**src/rtl/ibex_obi_ahb_arbiter.sv**
```systemverilog
// Shares one AHB-Lite master port between the Ibex instruction and data OBI requesters.
// Optional macro IBEX_OBI_ARB_RR_EN selects round-robin instead of data-first priority.
module ibex_obi_ahb_arbiter (
   input  logic        HCLK,
   input  logic        HRESET,
   input  logic        instr_req_i,
   input  logic [31:0] instr_addr_i,
   output logic        instr_gnt_o,
   output logic        instr_rvalid_o,
   output logic [31:0] instr_rdata_o,
   output logic        instr_err_o,
   input  logic        data_req_i,
   input  logic        data_we_i,
   input  logic [3:0]  data_be_i,
   input  logic [31:0] data_addr_i,
   input  logic [31:0] data_wdata_i,
   output logic        data_gnt_o,
   output logic        data_rvalid_o,
   output logic [31:0] data_rdata_o,
   output logic        data_err_o,
   output logic [31:0] HADDR,
   output logic [1:0]  HTRANS,
   output logic [2:0]  HSIZE,
   output logic [2:0]  HBURST,
   output logic        HWRITE,
   output logic [31:0] HWDATA,
   input  logic [31:0] HRDATA,
   input  logic        HREADY,
   input  logic        HRESP
);

   // state  | meaning
   // S_IDLE | waiting for a request; grant issued combinationally here
   // S_ADDR | AHB address phase (NONSEQ), held while HREADY low
   // S_DATA | AHB data phase, response captured when HREADY high
   // S_RESP | one-cycle rvalid pulse to the owner
   typedef enum logic [1:0] {S_IDLE, S_ADDR, S_DATA, S_RESP} state_t;

   state_t      r_state, w_state_nxt;
   logic        r_owner_data;
   logic [31:0] r_haddr, r_hwdata, r_rdata;
   logic [2:0]  r_hsize;
   logic        r_hwrite, r_err;
   logic        w_pick_data, w_grant, w_rvalid;
   logic [2:0]  w_dsize;
   logic [1:0]  w_doff;
   logic        w_unused;

   assign w_unused = ^{instr_addr_i[1:0], data_addr_i[1:0]};

`ifdef IBEX_OBI_ARB_RR_EN
   logic r_last_data;

   // On contention the requester that did not win last time goes first.
   assign w_pick_data = data_req_i & (~instr_req_i | ~r_last_data);

   always_ff @(posedge HCLK) begin
      if (HRESET) r_last_data <= 1'b0;
      else if (w_grant) r_last_data <= w_pick_data;
   end
`else
   assign w_pick_data = data_req_i;
`endif

   assign w_grant = (r_state == S_IDLE) & (instr_req_i | data_req_i) & ~HRESET;

   always_comb begin
      w_dsize = 3'b010;
      w_doff  = 2'b00;
      case (data_be_i)
         4'b0011: begin w_dsize = 3'b001; w_doff = 2'b00; end
         4'b1100: begin w_dsize = 3'b001; w_doff = 2'b10; end
         4'b0001: begin w_dsize = 3'b000; w_doff = 2'b00; end
         4'b0010: begin w_dsize = 3'b000; w_doff = 2'b01; end
         4'b0100: begin w_dsize = 3'b000; w_doff = 2'b10; end
         4'b1000: begin w_dsize = 3'b000; w_doff = 2'b11; end
         default: begin w_dsize = 3'b010; w_doff = 2'b00; end
      endcase
   end

   always_comb begin
      w_state_nxt = r_state;
      HTRANS      = 2'b00;
      case (r_state)
         S_IDLE: if (w_grant) w_state_nxt = S_ADDR;
         S_ADDR: begin
            HTRANS = 2'b10;
            if (HREADY) w_state_nxt = S_DATA;
         end
         S_DATA: if (HREADY) w_state_nxt = S_RESP;
         S_RESP: w_state_nxt = S_IDLE;
         default: w_state_nxt = S_IDLE;
      endcase
   end

   always_ff @(posedge HCLK) begin
      if (HRESET) begin
         r_state      <= S_IDLE;
         r_owner_data <= 1'b0;
         r_haddr      <= '0;
         r_hsize      <= '0;
         r_hwrite     <= 1'b0;
         r_hwdata     <= '0;
         r_rdata      <= '0;
         r_err        <= 1'b0;
      end else begin
         r_state <= w_state_nxt;
         if (w_grant) begin
            r_owner_data <= w_pick_data;
            r_haddr      <= w_pick_data ? {data_addr_i[31:2], w_doff} : {instr_addr_i[31:2], 2'b00};
            r_hsize      <= w_pick_data ? w_dsize : 3'b010;
            r_hwrite     <= w_pick_data & data_we_i;
            r_hwdata     <= (w_pick_data & data_we_i) ? data_wdata_i : 32'h0;
         end
         // An errored transfer returns zero data so stale bus values never leak out.
         if (r_state == S_DATA && HREADY) begin
            r_rdata <= HRESP ? 32'h0 : HRDATA;
            r_err   <= HRESP;
         end
      end
   end

   assign w_rvalid       = (r_state == S_RESP);
   assign instr_gnt_o    = w_grant & ~w_pick_data;
   assign data_gnt_o     = w_grant & w_pick_data;
   assign instr_rvalid_o = w_rvalid & ~r_owner_data;
   assign data_rvalid_o  = w_rvalid & r_owner_data;
   assign instr_rdata_o  = instr_rvalid_o ? r_rdata : 32'h0;
   assign data_rdata_o   = data_rvalid_o ? r_rdata : 32'h0;
   assign instr_err_o    = instr_rvalid_o & r_err;
   assign data_err_o     = data_rvalid_o & r_err;

   assign HADDR  = r_haddr;
   assign HSIZE  = r_hsize;
   assign HWRITE = r_hwrite;
   assign HWDATA = r_hwdata;
   assign HBURST = 3'b000;

endmodule

```
**config.mk**
```make
export PLATFORM = sky130hd
export DESIGN_NAME = ibex_obi_ahb_arbiter
export DESIGN_NICKNAME = d
export VERILOG_FILES = /design/src/rtl/ibex_obi_ahb_arbiter.sv
export SDC_FILE = /design/constraint.sdc
export NUM_CORES = 1
export LEC_CHECK = 0
export ABC_AREA = 1
export CORE_MARGIN = 2
export CORE_UTILIZATION = 40
export DETAILED_ROUTE_END_ITERATION = 12
export PLACE_DENSITY_LB_ADDON = 0.25
export SETUP_SLACK_MARGIN = 0.02
export SLEW_MARGIN = 0
export SYNTH_ARGS = -nofsm -noshare
export SYNTH_HDL_FRONTEND = slang
export SYNTH_SLANG_ARGS = --single-unit
```
**constraint.sdc**
```tcl
create_clock -name HCLK -period 3.2 [get_ports HCLK]
set_input_delay 0.64 -clock HCLK [delete_from_list [all_inputs] [get_ports HCLK]]
set_output_delay 0.64 -clock HCLK [all_outputs]
set_load 0.01 [all_outputs]
```
======== Word level (Yosys, flattened, before mapping) ========
Index checks and enable logic that the tools add are counted.
storage, ports and cells
  bits in registers ....................... 104
cells by class
  muxes and demuxes ....................... 13
  bitwise operators ....................... 13
  equal/unequal tests ..................... 12
  reductions and logical operators ........ 6
operator list
  kind                count
  $mux 32             5
  $and 1x1->1         9
  $eq 4x2->1 const B  2
  $eq 4x4->1 const B  2
  $mux 2              4
  $pmux 2 s4          1
  $ne 2x2->1 const B  3
  $pmux 2 s3          1
  $eq 2x2->1 const B  2
  $eq 4x1->1 const B  1
  $eq 4x3->1 const B  1
  $pmux 2 s2          1
  $reduce_or 2->1     2
  $reduce_or 4->1     1
  $mux 3              1
  $not 1->1           3
  $reduce_and 3->1    1
  $eq 2x1->1 const B  1
  $logic_not 2->1     1
  $logic_and 1x1->1   1
  $or 1x1->1          1

======== Logic depth before layout (Yosys ltp) ========
Gate-level depths: netlist of the first run.
  word-level depth ........................ 5
  gate-level depth with buffers ........... 9

======== Least setup slack after synthesis of the first run ========
OpenSTA, ideal clock, no wires.
  path type ............................... input to output
  from .................................... input HRESET
  to ...................................... output instr_gnt_o
  path slack .............................. 1.260 ns
  arrival ................................. 1.300 ns
  buffers on the path ..................... 1
  required time ........................... 2.560 ns
  stages on the path ...................... 6
  path through ............................ inv_2 -> nand2_1 -> nor2_4 -> inv_2 -> buf_2 -> nor2_1
between the ends
  cells in the longest elaborated chain, start to end .. 3
ends and longest elaborated chain
  element          line  text
  start, declared  5     input logic HRESET,
  $not 1->1        65    assign w_grant = (r_state == S_IDLE) & (instr_req_i | data_req_i) & ~HRESET;
  $and 1x1->1      65
  $and 1x1->1      124   assign instr_gnt_o = w_grant & ~w_pick_data;
  end, declared    8     output logic instr_gnt_o,
Every way passes these cells.

======== Worst setup path in the final report of the first run ========
  from .................................... input data_req_i
  to ...................................... output data_gnt_o
between the ends
  cells in the longest elaborated chain, start to end .. 4
ends and longest elaborated chain
  element                    line  text
  start, declared            12    input logic data_req_i,
  $or 1x1->1                 65
  $and 1x1->1 (2 in series)  65
  $and 1x1->1 *              125   assign data_gnt_o = w_grant & w_pick_data;
  end, declared              17    output logic data_gnt_o,
Mark *: on every way between the ends. The rest lies on a longest branch, timed or not.

==> impl_metrics.sql, run 1 <==
INSERT INTO impl_metrics (metric_group, metric, value, unit) VALUES
('placed_design', 'port-buffer-count', '272', ''),
('critical_path', 'worstSetupEndpointType', 'output pin', ''),
('route', 'post_drt_wl_per_cell', '13.7', 'µm'),
('critical_path', 'cp_max_fo', '5', ''),
('critical_path', 'criticalPathCategory', 'primary input to output pin', ''),
('timing', 'worst_clock_skew', '0.00416', 'ns'),
('route', 'met2_length', '7470', 'µm'),
('route', 'wl_met3', '1210', 'µm'),
('layout', 'synthToLayoutAreaGrowth', '67.0', '%'),
('timing', 'final-max-slew-violation-count', '0', ''),
('critical_path', 'r2r_setup_slack', '1.34', 'ns'),
('timing', 'crit_path_time_final', '2.89', 'ns'),
('layout', 'fill_count', '925', ''),
('synthesis', 'share_of_synthesized_flip_flops_with_an_asynchronous_set_or_reset', '0', '%'),
('die', 'start_util', '41.4', '%'),
('job', 'maxCapViolCount', '0', ''),
('clocking', 'clock_transition_at_the_register_clock_pins_on_the_worst_setup_and_hold_paths_after_cts', '0.07', 'ns'),
('route', 'postRouteAntennaNets', '0', ''),
('clocking', 'clkLatencyLatePin', '0.34', 'ns'),
('global_routing', 'number_of_global_route_vias_before_repair', '4638', ''),
('die', 'die_y', '110', 'µm'),
('power', 'worst_supply_voltage_drop_on_vdd', '0.249', 'mV'),
('outcome', 'run_status', 'completed', ''),
('timing', 'total_negative_setup_slack', '0', 'ns'),
('synthesis', 'synth_enable_flop_cells', '0', ''),
('power', 'powerDensity', '487', 'nW/µm²'),
('placed_design', 'place_worst_setup_slack', '0.317', 'ns'),
('synthesis', 'post_synth_most_frequent_cells', 'sky130_fd_sc_hd__nand2_1 (233), sky130_fd_sc_hd__nor2_1 (106), sky130_fd_sc_hd__dfxtp_1 (103)', ''),
('synthesis', 'synthesis.yosys.warnings', '0', ''),
('clocking', 'cts-hold-fix-buffers', '0', ''),
('route', 'top_signal_layer_used', 'met4', ''),
('route', 'route.layer.met1.wl', '5370', 'µm'),
('clocking', 'clockBufferDepth', '2', ''),
('route', 'num_vias', '4996', ''),
('global_routing', 'grt_pass1_wl', '21900', 'µm'),
('synthesis', 'synth_most_common_cell', 'sky130_fd_sc_hd__nand2_1', ''),
('layout', 'register_area', '2060', 'µm²'),
('min_path', 'hold_path_class', 'register to register', ''),
('min_path', 'worstHoldPathCells', '2', ''),
('timing', 'slew_headroom', '30.1', '%'),
('layout', 'final_nets', '1051', ''),
('clocking', 'cts.repair_timing.setup_buffer_count', '0', ''),
('layout', 'drive_above_1_share', '3.61', '%'),
('clocking', 'cts_tree', 'yes', ''),
('route', 'first_pass_iters', '4', ''),
('die', 'io_pins', '282', ''),
('critical_path', 'critical_path.startpoint_type', 'primary input', ''),
('synthesis', 'seq_area_frac_synth', '45.6', '%'),
('critical_path', 'critPathRequiredTime', '2.56', 'ns'),
('timing', 'timing_worst_slew_pin_value', '1.05', 'ns'),
('min_path', 'whs_endpoint', 'HADDR[6]$_SDFFE_PP0P_', ''),
('global_routing', 'grt_start_max_net_pins', '101', ''),
('synthesis', 'synth.area.top_cells', 'sky130_fd_sc_hd__dfxtp_1 (46%), sky130_fd_sc_hd__nand2_1 (19%), sky130_fd_sc_hd__nor2_1 (8.8%)', ''),
('clocking', 'cts_inserted_buffers', '9', ''),
('route', 'initial_drt_markers', '281', ''),
('critical_path', 'worst_ep_arrival_time', '2.25', 'ns'),
('placed_design', 'rd_place_congestion', '0.823', ''),
('synthesis', 'yosys_most_used_dff', 'sky130_fd_sc_hd__dfxtp_1', ''),
('placed_design', 'dpl.hpwl', '10700', 'µm'),
('route', 'drc', '0', ''),
('synthesis', 'syn_area', '4530', 'µm²'),
('synthesis', 'yosysTopAreaCell', 'sky130_fd_sc_hd__dfxtp_1', ''),
('min_path', 'hp-start', 'HADDR[6]$_SDFFE_PP0P_', ''),
('die', 'rows', '38', ''),
('synthesis', 'post_synth_inst_count', '660', ''),
('timing', 'fmaxAchievable', '346', 'MHz'),
('synthesis', 'synth.ff_latch_count', '103', ''),
('synthesis', 'synth_top_area_share', '45.6', '%'),
('die', 'core-area', '10900', 'µm²'),
('timing', 'final_setup_vio_count', '0', ''),
('timing', 'setup_ws', '0.309', 'ns');
## logic make-up (layout without fill, tap and decap cells)
| group | Yosys count | count (layout) | synth area share [%] |
|---|---|---|---|
| AOI/OAI and AO/OA | 106 | 106 | 13.7 |
| xor gates and xnor gates | 1 | 1 | 0.194 |
| adders and majority gates | 4 | 4 | 1.11 |
| buffers and inverters | 97 | 346 | 9.73 |
| DFF | 103 | 103 | 45.6 |
| other | 1 | 5 | 0.0829 |
| and+or+nand+nor | 348 | 348 | 29.7 |
## flip-flops by register name, summed over array words and instances, names as in the netlist
signal / count
r_owner_data: 1
r_rdata: 32
HADDR: 32
HWRITE: 1
HWDATA: 32
r_err: 1
r_state: 2
HSIZE: 2
## layer usage
| metal | vias to the layer above | GRT usage (%) |
|---|---|---|
| li1 | 2533 | - |
| met1 | 2252 | 24.0 |
| met2 | 186 | 42.9 |
| met3 | 25 | 6.82 |
| met4 | 0 | 10.4 |
| met5 | - | 0 |
## through the flow
stage                     power, mW  cells  utilization, %  area (µm²)
final                          3.68   1053            69.1        7560
after global routing           3.89   1053            69.1        7560
after CTS                      3.71   1053            69.1        7560
after detailed placement       2.59   1037            66.3        7250
after global placement         2.56   1037            66.3        7250
after floorplan                2.12    664               -        4540
## cells in the final DEF (no fill, tap or decap), drive strengths merged
cell type	n
clkdlybuf4s50	271
clkinv	3
dfxtp	103
clkinvlp	1
o21bai	2
ha	4
a211oi	1
nor2	110
a22oi	32
buf	10
xor2	1
clkbuf	11
nand2	233
inv	49
nand3	5
a21oi	68
o21ai	3
bufinv	1
conb	5
## report_power, final
part	internal (mW)	total (mW)	leakage [nW]	switching, mW
clock	0.648	1.12	0.152	0.468
sequential	1.41	1.48	0.836	0.0691
combinational	0.498	1.09	1.82	0.589
total	2.56	3.68	2.81	1.13
## worst max-delay path by stage
stage          startpoint  slack [ns]  cells after the start          end
2_1_floorplan      HRESET        1.26                      6  instr_gnt_o
3_3_place_gp   data_req_i        0.32                      4   data_gnt_o
3_5_place_dp   data_req_i        0.32                      4   data_gnt_o
4_1_cts        data_req_i        0.31                      4   data_gnt_o
5_1_grt        data_req_i        0.19                      4   data_gnt_o
6_report       data_req_i        0.31                      4   data_gnt_o
## layout make-up
type | instances | share of cell area [%]
Clock buffer | 11 | 3.34
Clock inverter | 5 | 0.745
Inverter | 49 | 2.43
Multi-Input combinational cell | 464 | 27.0
Sequential cell | 103 | 27.3
Tap cell | 140 | 2.32
Timing Repair Buffer | 281 | 36.9
## critical path: stages
cell and delay [ns]:
sky130_fd_sc_hd__clkdlybuf4s50_1 0.66, sky130_fd_sc_hd__nand3_2 0.17, sky130_fd_sc_hd__inv_1 0.18, sky130_fd_sc_hd__clkdlybuf4s50_1 0.60
Note: power is estimated with default switching activity, not from simulation.
==> run 2, diff against run 1 <==
- CORE_UTILIZATION: 40 -> 37
- SLEW_MARGIN: 0 -> 20
- clock period: 3.2 -> 2.9 ns (I/O delays scaled with it)
==> impl_metrics.sql, run 2 (same netlist as run 1, synthesis figures left out) <==
INSERT INTO impl_metrics (metric_group, metric, value, unit) VALUES
('critical_path', 'criticalPathCategory', 'primary input to output pin', ''),
('layout', 'fill_count', '1132', ''),
('global_routing', 'grt_pass1_wl', '22100', 'µm'),
('global_routing', 'globalRoute.totalOverflow', '0', ''),
('clocking', 'cts.repair_timing.setup_buffer_count', '0', ''),
('layout', 'area_taken_by_multi_input_logic_gates', '2040', 'µm²'),
('global_routing', 'globalRouteTotalUtil', '21.2', '%'),
('clocking', 'cts-hold-fix-buffers', '0', ''),
('clocking', 'ctsHtreeMaxLevel', '3', ''),
('critical_path', 'sequence_of_cells_on_the_critical_path', 'clkdlybuf4s50_1, nand3_2, inv_1, clkdlybuf4s50_1', ''),
('global_routing', 'number_of_global_route_vias_before_repair', '4442', ''),
('critical_path', 'cp_max_fo', '5', ''),
('layout', 'final_nets', '1053', ''),
('critical_path', 'critPathRequiredTime', '2.32', 'ns'),
('timing', 'hold_viol_final', '0', ''),
('job', 'maxCapViolCount', '0', ''),
('clocking', 'clock-root-buffer', 'sky130_fd_sc_hd__clkbuf_16', ''),
('outcome', 'run_status', 'completed', ''),
('critical_path', 'worst_ep_arrival_time', '2.17', 'ns'),
('power', 'total_power', '4.00', 'mW'),
('route', 'first_pass_iters', '5', ''),
('timing', 'timing_worst_slew_pin_value', '1.10', 'ns'),
('clocking', 'clockBufferDepth', '2', ''),
('layout', 'drive_above_1_share', '3.83', '%'),
('layout', 'num_antenna_cells', '0', ''),
('timing', 'slew_headroom', '26.8', '%'),
('layout', 'synthToLayoutAreaGrowth', '67.0', '%'),
('die', 'start_util', '37.8', '%'),
('route', 'route.final.wire_length', '14000', 'µm'),
('route', 'post_drt_wl_per_cell', '13.2', 'µm'),
('die', 'rows', '40', ''),
('global_routing', 'grt_start_max_net_pins', '101', ''),
('power', 'leakagePower', '2.80', 'nW'),
('critical_path', 'critical_path.top_delay_family', 'buffers and inverters', ''),
('die', 'core-area', '12000', 'µm²'),
('timing', 'worst_clock_skew', '0.00812', 'ns'),
('timing', 'final-max-slew-violation-count', '0', ''),
('critical_path', 'critical_path.startpoint_type', 'primary input', ''),
('timing', 'rsz0062_at_grt', 'false', ''),
('power', 'powerDensity', '530', 'nW/µm²'),
('global_routing', 'grt_antenna_before_repair', '0', ''),
('die', 'die_width', '115', 'µm'),
('placed_design', 'dpl.hpwl', '10000', 'µm'),
('critical_path', 'critical-path-max-stage-delay', '0.65', 'ns'),
('die', 'die_y', '115', 'µm'),
('layout', 'most_used_cells_in_the_layout_excluding_fill_and_tap_cells', 'sky130_fd_sc_hd__clkdlybuf4s50_1 (271), sky130_fd_sc_hd__nand2_1 (233), sky130_fd_sc_hd__nor2_1 (106)', ''),
('clocking', 'ctsResizeCount', '0', ''),
('die', 'io_pins', '282', ''),
('clocking', 'clock_sinks', '103', ''),
('route', 'initial_drt_markers', '279', ''),
('placed_design', 'rd_place_congestion', '0.808', ''),
('clocking', 'clkLatencyLatePin', '0.35', 'ns'),
('clocking', 'clock_transition_at_the_register_clock_pins_on_the_worst_setup_and_hold_paths_after_cts', '0.08', 'ns'),
('placed_design', 'port-buffer-count', '272', ''),
('critical_path', 'worst_path_most_repeated_cell', 'sky130_fd_sc_hd__clkdlybuf4s50_1', ''),
('critical_path', 'critical-path-slowest-cell', 'sky130_fd_sc_hd__clkdlybuf4s50_1', ''),
('power', 'worst_supply_voltage_drop_on_vdd', '0.306', 'mV'),
('die', 'die_area', '13100', 'µm²'),
('placed_design', 'place_worst_setup_slack', '0.157', 'ns'),
('layout', 'finalCoreUtilization', '63.2', '%'),
('route', 'num_vias', '4837', ''),
('route', 'drc', '0', ''),
('route', 'postRouteAntennaNets', '0', ''),
('timing', 'total_negative_setup_slack', '0', 'ns'),
('min_path', 'hold_path_class', 'register to register', ''),
('critical_path', 'crit_buf_inv', '3', ''),
('route', 'viasPerCell', '4.55', ''),
('layout', 'register_area', '2060', 'µm²'),
('layout', 'leading_cell_type_in_the_layout_fill_and_taps_excluded', 'sky130_fd_sc_hd__clkdlybuf4s50_1', ''),
('clocking', 'cts_tree', 'yes', ''),
('timing', 'post-route-period-util', '95.0', '%'),
('timing', 'setup_ws', '0.146', 'ns'),
('timing', 'fmaxAchievable', '363', 'MHz'),
('timing', 'crit_path_time_final', '2.75', 'ns'),
('critical_path', 'worstSetupEndpointType', 'output pin', ''),
('clocking', 'cts_inserted_buffers', '9', ''),
('timing', 'final_setup_vio_count', '0', '');
==> run 2: cell type report <==
class	count	area share, %
clock buffers	9	2.98
clock inverters	7	0.828
inverters	49	2.43
multi-input cells	464	27.0
flip-flops and latches	103	27.3
well taps	147	2.43
repair buffers	283	37.1
==> run 2: tightest hold or removal path, delay by kind of cell, from the launching register on <==
| kind | cells | cell delay, ns |
|---|---|---|
| AO/OA/AOI/OAI | 1 | 0.05 |
| flip-flops | 1 | 0.31 |
| AND/OR/NAND/NOR | 1 | 0.06 |
==> run 2: power by group <==
part           internal [mW]  leakage (nW)  switching, mW
registers               1.55         0.836         0.0736
clock network          0.601         0.139          0.578
logic                  0.550          1.83          0.646
==> run 2: through the flow <==
| stage | hold WS [ns] | area (µm²) | instances |
|---|---|---|---|
| after floorplan | 0.465 | 4540 | 664 |
| after global placement | 0.448 | 7270 | 1046 |
| after detailed placement | 0.452 | 7270 | 1046 |
| after CTS | 0.462 | 7560 | 1062 |
| after global routing | 0.482 | 7560 | 1062 |
| final | 0.461 | 7560 | 1062 |
==> run 2: final timing paths <==
kind                                start                 endpoint  slack, ns  cells after the start
setup / recovery               data_req_i               data_gnt_o       0.15                      4
hold / removal    HWDATA[28]$_SDFFE_PP0P_  HWDATA[28]$_SDFFE_PP0P_       0.46                      2
setup reg to reg  r_state[1]$_SDFFE_PP0P_  HWDATA[20]$_SDFFE_PP0P_       1.05                      8
hold reg to reg   HWDATA[28]$_SDFFE_PP0P_  HWDATA[28]$_SDFFE_PP0P_       0.46                      2
==> run 2: layer usage <==
| layer | GRT usage (%) | up-vias | wire [µm] | part of all wire [%] |
|---|---|---|---|---|
| met1 | 25.1 | 2097 | 5830 | 42 |
| met5 | 0 | - | 0 | 0 |
| li1 | - | 2535 | - | - |
| met3 | 6.56 | 23 | 1100 | 7.8 |
| met2 | 36.1 | 182 | 6730 | 48 |
| met4 | 7.56 | 0 | 342 | 2.4 |
==> run 3, diff against run 2 <==
--- a/config.mk
+++ b/config.mk
@@ -10,4 +10,5 @@
 export CORE_UTILIZATION = 37
 export DETAILED_ROUTE_END_ITERATION = 12
+export HOLD_SLACK_MARGIN = 0.02
 export PLACE_DENSITY_LB_ADDON = 0.25
 export SETUP_SLACK_MARGIN = 0.02
==> constraint.sdc (replaced) <==
create_clock -name HCLK -period 2.7 [get_ports HCLK]
set_input_delay 0.675 -clock HCLK [delete_from_list [all_inputs] [get_ports HCLK]]
set_output_delay 0.675 -clock HCLK [all_outputs]
set_load 0.01 [all_outputs]
==> impl_metrics.sql, run 3 (same netlist as run 1, synthesis figures left out) <==
INSERT INTO impl_metrics (metric_group, metric, value, unit) VALUES
('power', 'total_power', '4.50', 'mW'),
('route', 'postRouteAntennaNets', '0', ''),
('critical_path', 'critical-path-slowest-cell', 'sky130_fd_sc_hd__clkdlybuf4s50_1', ''),
('critical_path', 'criticalPathCategory', 'register to output pin', ''),
('layout', 'leading_cell_type_in_the_layout_fill_and_taps_excluded', 'sky130_fd_sc_hd__clkdlybuf4s50_1', ''),
('global_routing', 'globalRouteTotalUtil', '20.8', '%'),
('critical_path', 'cp_max_fo', '34', ''),
('timing', 'timing_worst_slew_pin_value', '1.07', 'ns'),
('die', 'die_area', '13100', 'µm²'),
('timing', 'final_setup_vio_count', '0', ''),
('die', 'die_y', '115', 'µm'),
('die', 'io_pins', '282', ''),
('layout', 'finalCoreUtilization', '64.9', '%'),
('die', 'die_width', '115', 'µm'),
('critical_path', 'sequence_of_cells_on_the_critical_path', 'ha_1, nand2_1, buf_4, nor2_1, clkdlybuf4s50_1', ''),
('die', 'core-area', '12000', 'µm²'),
('timing', 'worst_clock_skew', '0.00709', 'ns'),
('global_routing', 'grt.met1_usage', '24.1', '%'),
('clocking', 'cts.repair_timing.setup_buffer_count', '0', ''),
('global_routing', 'grt_pass1_wl', '21900', 'µm'),
('global_routing', 'global_route.peak_usage_layer', 'met2', ''),
('global_routing', 'number_of_global_route_vias_before_repair', '4443', ''),
('timing', 'rsz0062_at_grt', 'false', ''),
('critical_path', 'critical_path.startpoint_type', 'register', ''),
('timing', 'final-max-slew-violation-count', '0', ''),
('global_routing', 'globalRoute.totalOverflow', '0', ''),
('critical_path', 'critical-path-max-stage-delay', '0.53', 'ns'),
('timing', 'total_negative_setup_slack', '0', 'ns'),
('layout', 'final_nets', '1058', ''),
('placed_design', 'place_worst_setup_slack', '-0.130', 'ns'),
('route', 'route.final.wire_length', '14200', 'µm'),
('global_routing', 'grt_antenna_before_repair', '0', ''),
('critical_path', 'worst_ep_arrival_time', '1.90', 'ns'),
('timing', 'setup_ws', '0.129', 'ns'),
('timing', 'crit_path_time_final', '2.57', 'ns'),
('layout', 'most_used_cells_in_the_layout_excluding_fill_and_tap_cells', 'sky130_fd_sc_hd__clkdlybuf4s50_1 (237), sky130_fd_sc_hd__nand2_1 (233), sky130_fd_sc_hd__nor2_1 (105)', ''),
('layout', 'drive_above_1_share', '4.67', '%'),
('clocking', 'cts_tree', 'yes', ''),
('route', 'viasPerCell', '4.59', ''),
('global_routing', 'groute.layer.met3.usage', '6.09', '%'),
('placed_design', 'rd_place_congestion', '0.783', ''),
('layout', 'synthToLayoutAreaGrowth', '71.6', '%'),
('global_routing', 'grt_start_max_net_pins', '101', ''),
('route', 'first_pass_iters', '4', ''),
('placed_design', 'port-buffer-count', '272', ''),
('route', 'drc', '0', ''),
('clocking', 'cts_inserted_buffers', '9', ''),
('timing', 'post-route-period-util', '95.2', '%'),
('layout', 'register_area', '2060', 'µm²'),
('min_path', 'hold_path_class', 'register to register', ''),
('critical_path', 'worstSetupEndpointType', 'output pin', ''),
('die', 'rows', '40', ''),
('power', 'leakagePower', '3.45', 'nW'),
('timing', 'slew_headroom', '28.6', '%'),
('placed_design', 'dpl.hpwl', '10000', 'µm'),
('route', 'post_drt_wl_per_cell', '13.3', 'µm'),
('clocking', 'clock_transition_at_the_register_clock_pins_on_the_worst_setup_and_hold_paths_after_cts', '0.07', 'ns'),
('clocking', 'clock_sinks', '103', ''),
('layout', 'fill_count', '1083', ''),
('outcome', 'run_status', 'completed', ''),
('layout', 'num_antenna_cells', '0', ''),
('job', 'maxCapViolCount', '0', ''),
('timing', 'hold_viol_final', '0', ''),
('route', 'num_vias', '4893', ''),
('power', 'worst_supply_voltage_drop_on_vdd', '0.305', 'mV'),
('power', 'powerDensity', '580', 'nW/µm²'),
('clocking', 'clkLatencyLatePin', '0.34', 'ns'),
('timing', 'fmaxAchievable', '389', 'MHz'),
('layout', 'area_taken_by_multi_input_logic_gates', '2040', 'µm²'),
('critical_path', 'critPathRequiredTime', '2.03', 'ns'),
('route', 'initial_drt_markers', '263', ''),
('clocking', 'ctsHtreeMaxLevel', '3', ''),
('die', 'start_util', '37.8', '%'),
('clocking', 'clockBufferDepth', '2', ''),
('global_routing', 'global_route_met2_utilization', '35.9', '%'),
('clocking', 'clock-root-buffer', 'sky130_fd_sc_hd__clkbuf_16', '');
run 3: cell count changes in the layout (fill, tap and decap cells not counted), moves of 2 or more:
cell | before | now
sky130_fd_sc_hd__inv_6 | 3 | 1
sky130_fd_sc_hd__clkdlybuf4s50_1 | 271 | 237
sky130_fd_sc_hd__dfxtp_2 | 0 | 2
sky130_fd_sc_hd__dlymetal6s2s_1 | 0 | 31
sky130_fd_sc_hd__dlygate4sd2_1 | 0 | 3
sky130_fd_sc_hd__dfxtp_1 | 103 | 101
sky130_fd_sc_hd__bufinv_16 | 0 | 2
sky130_fd_sc_hd__buf_12 | 0 | 3
run 3: worst paths after layout:
| check | to | depth (start not counted) | slack [ns] | from |
|---|---|---|---|---|
| min reg2reg | HADDR[7]$_SDFFE_PP0P_ | 2 | 0.46 | HADDR[7]$_SDFFE_PP0P_ |
| max | data_rdata_o[24] | 5 | 0.13 | r_state[0]$_SDFFE_PP0P_ |
| min | HADDR[7]$_SDFFE_PP0P_ | 2 | 0.46 | HADDR[7]$_SDFFE_PP0P_ |
| max reg2reg | HWDATA[22]$_SDFFE_PP0P_ | 8 | 0.86 | r_state[0]$_SDFFE_PP0P_ |
run 3: power breakdown:
group	internal, mW	switching (mW)	leakage (nW)
sequential	1.67	0.0812	0.837
clock	0.843	0.576	0.155
combinational	0.622	0.705	2.46
total	3.14	1.36	3.45
run 3: final cells by class:
class	instances	area share (%)
flip-flops and latches	103	26.6
inverters	49	2.37
clock buffers	10	3.08
multi-input cells	464	26.3
clock inverters	6	1.19
repair buffers	288	38.1
well taps	147	2.37
run 3: timing repair:
item / in CTS / in global routing
hold buffers: 0 / 0
gates resized for setup: 4 / 35
setup endpoints to repair: 35 / 34
run 3: stage by stage:
step,instance area (µm²),hold WS [ns],std cells
3_3_place_gp,7350,0.447,1051
2_1_floorplan,4540,0.465,664
3_5_place_dp,7350,0.451,1051
5_1_grt,7760,0.480,1067
4_1_cts,7680,0.462,1067
6_report,7760,0.460,1067
run 3: critical path: cells and delay by family (launching register included):
kind / cells / cell delay, ns
adders and majority gates: 1 / 0.20
buffers and inverters: 2 / 0.86
DFF: 1 / 0.33
and+or+nand+nor: 2 / 0.14
run 3: metal layers:
metal,share of wire [%],wire length [µm],up-vias
met5,0,0,-
met1,41,5740,2143
met4,2.5,357,0
met3,7.8,1100,24
met2,49,6960,175
li1,-,-,2551
